**src/rtl/matrix_keypad_scanner_pkg.sv**
```systemverilog
// Shared definitions for the 4x4 keypad scanner: FSM encoding, idle patterns,
// defaults and column/row helper functions.
package keypad_pkg;

    localparam int unsigned CODE_W           = 4;
    localparam logic [15:0] CLK_DIV_DEFAULT  = 16'd49999;
    localparam logic [7:0]  DEBOUNCE_DEFAULT = 8'd20;

    localparam logic [3:0] ROW_IDLE = 4'b1111;
    localparam logic [3:0] COL_NONE = 4'hF;

    typedef logic [1:0] state_t;

    localparam state_t SCAN     = 2'd0;
    localparam state_t DEBOUNCE = 2'd1;
    localparam state_t PRESSED  = 2'd2;
    localparam state_t RELEASE  = 2'd3;

    typedef struct packed {
        logic       hit;
        logic [1:0] idx;
    } col_hit_t;

    // hit only when exactly one column is low; 2+ low is treated as ghosting
    function automatic col_hit_t decode_col(input logic [3:0] col);
        col_hit_t    r;
        int unsigned n;
        r = '0;
        n = 0;
        for (int unsigned i = 0; i < 4; i++) begin
            if (!col[i]) begin
                n++;
                r.idx = i[1:0];
            end
        end
        r.hit = (n == 1);
        return r;
    endfunction

    function automatic logic [3:0] one_cold(input logic [1:0] idx);
        return ROW_IDLE ^ (4'b0001 << idx);
    endfunction

endpackage

```
**src/rtl/matrix_keypad_scanner_tick.sv**
```systemverilog
// Free-running scan tick: counts 0..CLK_DIV and flags the terminal count.
import keypad_pkg::*;

module scan_tick_gen #(
    parameter logic [15:0] CLK_DIV = CLK_DIV_DEFAULT
) (
    input  logic clk,
    input  logic rst_n,
    output logic tick
);

    logic [15:0] cnt_q, cnt_d;

    assign tick = (cnt_q == CLK_DIV);

    always_comb begin
        cnt_d = tick ? '0 : cnt_q + 16'd1;
    end

    always_ff @(posedge clk or negedge rst_n) begin
        if (!rst_n) cnt_q <= '0;
        else        cnt_q <= cnt_d;
    end

endmodule

```
**src/rtl/matrix_keypad_scanner.sv**
```systemverilog
// 4x4 active-low keypad scanner with debounce and valid/ack key events.
// Optional macro KEYPAD_DIGITS_EN adds a six-digit shift history on `digits`.
import keypad_pkg::*;

module matrix_keypad_scanner #(
    parameter logic [15:0] CLK_DIV        = CLK_DIV_DEFAULT,
    parameter logic [7:0]  DEBOUNCE_TICKS = DEBOUNCE_DEFAULT
) (
    input  logic              clk,
    input  logic              rst_n,
    input  logic [3:0]        col_in,
    output logic [3:0]        row_out,
    output logic [CODE_W-1:0] key_code,
    output logic              key_valid,
    input  logic              key_ack,
    output logic              key_held,
    output logic              overrun
`ifdef KEYPAD_DIGITS_EN
    ,
    output logic [23:0]       digits
`endif
);

    logic              tick;
    logic [3:0]        col_m_q, col_s_q;
    state_t            state_q, state_d;
    logic [1:0]        row_idx_q, row_idx_d;
    logic [1:0]        cand_row_q, cand_row_d;
    logic [1:0]        cand_col_q, cand_col_d;
    logic [7:0]        cnt_q, cnt_d;
    logic [CODE_W-1:0] key_code_q, key_code_d;
    logic              key_valid_q, key_valid_d;
    logic              overrun_q, overrun_d;
    logic              evt;
    col_hit_t          hit;
    logic [3:0]        cand_pat;

    scan_tick_gen #(.CLK_DIV(CLK_DIV)) u_tick (
        .clk  (clk),
        .rst_n(rst_n),
        .tick (tick)
    );

    always_ff @(posedge clk or negedge rst_n) begin
        if (!rst_n) begin
            col_m_q <= COL_NONE;
            col_s_q <= COL_NONE;
        end else begin
            col_m_q <= col_in;
            col_s_q <= col_m_q;
        end
    end

    assign hit      = decode_col(col_s_q);
    assign cand_pat = one_cold(cand_col_q);

    // One counter serves both press and release debounce; the states never overlap.
    always_comb begin
        state_d    = state_q;
        row_idx_d  = row_idx_q;
        cand_row_d = cand_row_q;
        cand_col_d = cand_col_q;
        cnt_d      = cnt_q;
        evt        = 1'b0;
        if (tick) begin
            case (state_q)
                SCAN: begin
                    if (hit.hit) begin
                        cand_row_d = row_idx_q;
                        cand_col_d = hit.idx;
                        cnt_d      = 8'd1;
                        state_d    = DEBOUNCE;
                    end else begin
                        row_idx_d = row_idx_q + 2'd1;
                    end
                end
                DEBOUNCE: begin
                    if (col_s_q == cand_pat) begin
                        if (cnt_q >= DEBOUNCE_TICKS) begin
                            state_d = PRESSED;
                            evt     = 1'b1;
                        end else begin
                            cnt_d = cnt_q + 8'd1;
                        end
                    end else begin
                        state_d   = SCAN;
                        row_idx_d = row_idx_q + 2'd1;
                    end
                end
                PRESSED: begin
                    if (col_s_q == COL_NONE) begin
                        cnt_d   = 8'd1;
                        state_d = RELEASE;
                    end
                end
                default: begin
                    if (col_s_q == COL_NONE) begin
                        if (cnt_q >= DEBOUNCE_TICKS) begin
                            state_d   = SCAN;
                            row_idx_d = row_idx_q + 2'd1;
                        end else begin
                            cnt_d = cnt_q + 8'd1;
                        end
                    end else begin
                        state_d = PRESSED;
                    end
                end
            endcase
        end
    end

    // A new event wins over a same-cycle ack, and an ack excuses the overwrite.
    always_comb begin
        key_code_d  = key_code_q;
        key_valid_d = key_valid_q;
        overrun_d   = 1'b0;
        if (evt) begin
            key_code_d  = {cand_row_q, cand_col_q};
            key_valid_d = 1'b1;
            overrun_d   = key_valid_q && !key_ack;
        end else if (key_ack && key_valid_q) begin
            key_valid_d = 1'b0;
        end
    end

    always_ff @(posedge clk or negedge rst_n) begin
        if (!rst_n) begin
            state_q     <= SCAN;
            row_idx_q   <= '0;
            cand_row_q  <= '0;
            cand_col_q  <= '0;
            cnt_q       <= '0;
            key_code_q  <= '0;
            key_valid_q <= 1'b0;
            overrun_q   <= 1'b0;
        end else begin
            state_q     <= state_d;
            row_idx_q   <= row_idx_d;
            cand_row_q  <= cand_row_d;
            cand_col_q  <= cand_col_d;
            cnt_q       <= cnt_d;
            key_code_q  <= key_code_d;
            key_valid_q <= key_valid_d;
            overrun_q   <= overrun_d;
        end
    end

    assign row_out   = one_cold(row_idx_q);
    assign key_code  = key_code_q;
    assign key_valid = key_valid_q;
    assign overrun   = overrun_q;
    assign key_held  = (state_q == PRESSED) || (state_q == RELEASE);

`ifdef KEYPAD_DIGITS_EN
    logic [23:0] digits_q, digits_d;

    always_comb begin
        digits_d = digits_q;
        if (evt) digits_d = {digits_q[19:0], cand_row_q, cand_col_q};
    end

    always_ff @(posedge clk or negedge rst_n) begin
        if (!rst_n) digits_q <= '0;
        else        digits_q <= digits_d;
    end

    assign digits = digits_q;
`endif

endmodule

```
**config.mk**
```make
export PLATFORM = sky130hd
export DESIGN_NAME = matrix_keypad_scanner
export DESIGN_NICKNAME = d
export VERILOG_FILES = /design/src/rtl/matrix_keypad_scanner_pkg.sv /design/src/rtl/matrix_keypad_scanner_tick.sv /design/src/rtl/matrix_keypad_scanner.sv
export SDC_FILE = /design/constraint.sdc
export NUM_CORES = 1
export LEC_CHECK = 0
export BUFFER_PORTS_ARGS = -buffer_cell sky130_fd_sc_hd__buf_2
export CAP_MARGIN = 25
export CELL_PAD_IN_SITES_DETAIL_PLACEMENT = 0
export CELL_PAD_IN_SITES_GLOBAL_PLACEMENT = 1
export CORE_MARGIN = 5
export CORE_UTILIZATION = 50
export CTS_CLUSTER_DIAMETER = 40
export CTS_CLUSTER_SIZE = 10
export DETAILED_ROUTE_END_ITERATION = 10
export PLACE_DENSITY = 0.8
export SLEW_MARGIN = 10
export SYNTH_ARGS = -nofsm -noshare
export SYNTH_HDL_FRONTEND = slang
export SYNTH_HIERARCHICAL = 1
export SYNTH_SLANG_ARGS = --single-unit
```
**constraint.sdc**
```tcl
create_clock -name clk -period 5.8 [get_ports clk]
set_input_delay 0.29 -clock clk [delete_from_list [all_inputs] [get_ports clk]]
set_output_delay 0.29 -clock clk [all_outputs]
set_load 0.02 [all_outputs]
```
==> impl_metrics.json <==
{
  "vias_per_cell": 5.62,
  "num_rows": 25,
  "async_reset_ff_share_pct": 100,
  "dr.pass1.iters": 4,
  "max_freq_mhz": 309,
  "rsz0062_at_grt": "no",
  "fin_hold_ws_ns": 0.0847,
  "finalCriticalPeriod_ns": 3.23,
  "die_h_um": 79.5,
  "fin_tns_setup_ns": 0,
  "cpMaxStageDelayCell": "dfstp_2",
  "leakage_nw": 1.25,
  "switching_share_pct": 21.9,
  "cts_buffers": 5,
  "finalHoldViolations": 0,
  "status": "finished clean",
  "synth_top_area_share_pct": 39.4,
  "r2r-start": "col_s_q[0]$_DFF_PN1_",
  "die_w_um": 79.5,
  "dpl.hpwl_mm": 2.95,
  "p_int_mw": 0.467,
  "p_comb_share_pct": 4.6,
  "p_clk_share_pct": 40.4,
  "ctsResizeCount": 0,
  "drtAntennaViolNets": 0,
  "drive_gt1_share_pct": 22.0,
  "grt_pass1_vias": 1623,
  "worst_setup_path_start_kind": "register",
  "dieArea_um2": 6320,
  "cts.sinks": 46,
  "crit_required_ns": 5.99,
  "cap_violations": 0,
  "initial_utilization_pct": 51.5,
  "drtIter0Drc": 133,
  "cts-root-buf": "clkbuf_8",
  "drc": 0,
  "grt_pass1_wl_mm": 7.55,
  "synth.area.top_cells": "dfrtp_1 (39%), dfstp_2 (8.7%), ha_1 (7.8%)",
  "crit_path_end_kind": "register",
  "clk_latency_ns": 0.30,
  "finalSetupViolCount": 0,
  "coreArea_um2": 4690,
  "hp-start": "col_in[0]",
  "route.met2.wl_mm": 2.04,
  "slew_headroom_pct": 55.8,
  "totalPowerFinal_mw": 0.598,
  "min_path_cells": 1,
  "yosysWarnings": 6,
  "synth_edf_count": 0,
  "synth_largest_area_cell": "dfrtp_1",
  "routed-via-count": 1659,
  "min_path_type": "in2reg",
  "ff2ff_path_depth": 9,
  "crit_type": "reg2reg",
  "wl_met3_um": 195,
  "htreeDepth": 2,
  "finClkSkew_ns": 0.00705,
  "area_delta_synth_final_pct": 11.0,
  "p_sw_mw": 0.131,
  "ys_seq_area_share_pct": 48.1,
  "ir_drop_mv": 0.198,
  "syn-cell-area_um2": 2410,
  "grt_max_degree": 47,
  "synthFlopType": "dfrtp_1",
  "ys_seq_elements": 46,
  "clkSlewWorstSetupHoldPaths_ns": 0.09,
  "cpPeakStageDelay_ns": 0.58,
  "synth_cells": 218,
  "fin_nets": 262,
  "pwr_density_cell_nw_per_um2": 223,
  "drt-total-wl_mm": 4.28,
  "crit_chain": "inv_1, ha_1, xnor2_1, ha_1, or2_1, o221a_1, a211o_1, or3_1, a221o_1",
  "overflow": 0,
  "avgSynthCellArea_um2": 11.1,
  "nFillCells": 408,
  "cts_tree": "yes",
  "r2r-end": "cnt_q[3]$_DFFE_PN0P_",
  "met1_length_mm": 2.00,
  "insertedDiodeCount": 0,
  "crit_path_frequent_cell": "ha_1",
  "worst_slew_pin_slew_ns": 0.661,
  "yosys.cell_types.count": 53,
  "fin_crit_sh_pct": 55.8,
  "slew_violations": 0,
  "hold_end": "col_m_q[0]$_DFF_PN1_",
  "port_buffers": 17,
  "ioPinCount": 18,
  "crit_fanout": 8,
  "antenna_found_initial": 0,
  "top_layer": "met4",
  "critPathArrivalTime_ns": 3.43,
  "ff2ff_setup_slack_ns": 2.57,
  "power_frac_seq_pct": 55.0,
  "wl_per_cell_um": 14.5,
  "synth_nets": 240,
  "gp_congestion": 0.746,
  "clockBufferDepth": 2,
  "grtUsageTotal_pct": 15.0
}
## power groups by stage
| stage | logic, mW | clock network, mW | registers, mW |
|---|---|---|---|
| 4_1_cts | 0.0263 | 0.248 | 0.329 |
| 6_report | 0.0277 | 0.241 | 0.329 |
| 3_3_place_gp | 0.0254 | 0 | 0.335 |
| 3_5_place_dp | 0.0260 | 0 | 0.335 |
| 2_1_floorplan | 0.0163 | 0 | 0.334 |
| 5_1_grt | 0.0319 | 0.263 | 0.330 |
## timing repair
action                                  in CTS  in global routing
hold buffers                                 0                  1
buffers inserted                             0                  0
hold endpoints to repair                     0                 17
endpoints found under the setup margin       0                  0
## layout make-up
| cell class | count | area (µm²) | share of cell area (%) |
|---|---|---|---|
| clock buffers | 5 | 68.8 | 2.57 |
| repair buffers | 20 | 123 | 4.58 |
| well taps | 54 | 67.6 | 2.52 |
| clock inverters | 3 | 43.8 | 1.63 |
| inverters | 16 | 60.1 | 2.24 |
| multi-input cells | 151 | 1160 | 43.1 |
| flip-flops and latches | 46 | 1160 | 43.3 |
## flip-flops by register name, indices dropped and copies added (netlist names)
name	flops
cand_col_q	2
cand_row_q	2
cnt_q	8
col_m_q	4
col_s_q	4
key_code	4
key_valid	1
overrun	1
row_idx_q	2
state_q	2
u_tick/cnt_q	16
## cell usage after synthesis (all sizes together), types with 7 or more instances
master,count
dfrtp,38
inv,16
nand3,9
nor2,12
dfstp,8
mux2,10
nor4,7
ha,15
xnor2,10
nand2,10
nor3,8
## per-layer routing
layer / track usage (%) / up-vias
met4: 4.30 / 0
met2: 24.1 / 39
met3: 3.61 / 6
met5: 0 / -
li1: - / 819
met1: 20.1 / 795
## through the flow
stage	area (µm²)	instances	setup WS, ns	util [%]
global placement	2540	285	2.61	54.1
global route	2680	295	2.34	57.1
detailed placement	2540	285	2.58	54.1
finish	2680	295	2.57	57.1
floorplan	2410	218	2.75	-
CTS	2650	293	2.55	56.5
## logic make-up (layout without fill, tap and decap cells)
kind of cell,Yosys count,after routing,share of synthesized area [%]
flip-flops,46,46,48.1
AO/OA/AOI/OAI,27,27,8.60
AND/OR/NAND/NOR,82,82,20.3
buffers and inverters,21,44,4.04
adder cells (fa/ha/maj),15,15,7.77
XOR/XNOR,13,13,4.72
multiplexers,14,14,6.48
## cell usage in the layout, fill, tap and decap left out, drive strengths merged, types with 2 or more instances in the layout
cell type	count
mux2i	4
nand2	10
o22a	4
nand4	5
mux2	10
ha	15
and3	3
o31ai	2
nor2	12
nor3	8
dfstp	8
xor2	3
a211o	2
o21ai	5
inv	17
nand3	9
nor2b	3
nand2b	3
and2	2
clkbuf	5
or3	2
a21oi	5
a221o	2
buf	19
xnor2	10
nand3b	4
and4	3
or2	2
or3b	2
dfrtp	38
nor4	7
## worst max-delay path: cells and delay by family, from the launching register on
family | cells | cell delay (ns)
and+or+nand+nor | 2 | 0.68
DFF | 1 | 0.58
xor gates and xnor gates | 1 | 0.21
AOI/OAI and AO/OA | 3 | 1.01
adders and majority gates | 2 | 0.59
buffers and inverters | 1 | 0.05
## worst max path at each step
stage,start,end,slack (ns),depth (start not counted)
2_1_floorplan,col_s_q[0]$_DFF_PN1_,cnt_q[3]$_DFFE_PN0P_,2.75,10
3_3_place_gp,col_s_q[0]$_DFF_PN1_,cnt_q[3]$_DFFE_PN0P_,2.61,9
3_5_place_dp,col_s_q[0]$_DFF_PN1_,cnt_q[2]$_DFFE_PN0P_,2.58,9
4_1_cts,col_s_q[0]$_DFF_PN1_,cnt_q[2]$_DFFE_PN0P_,2.55,9
5_1_grt,col_s_q[0]$_DFF_PN1_,cnt_q[3]$_DFFE_PN0P_,2.34,9
6_report,col_s_q[0]$_DFF_PN1_,cnt_q[3]$_DFFE_PN0P_,2.57,9
No activity file was read; power rests on OpenSTA's default activity.
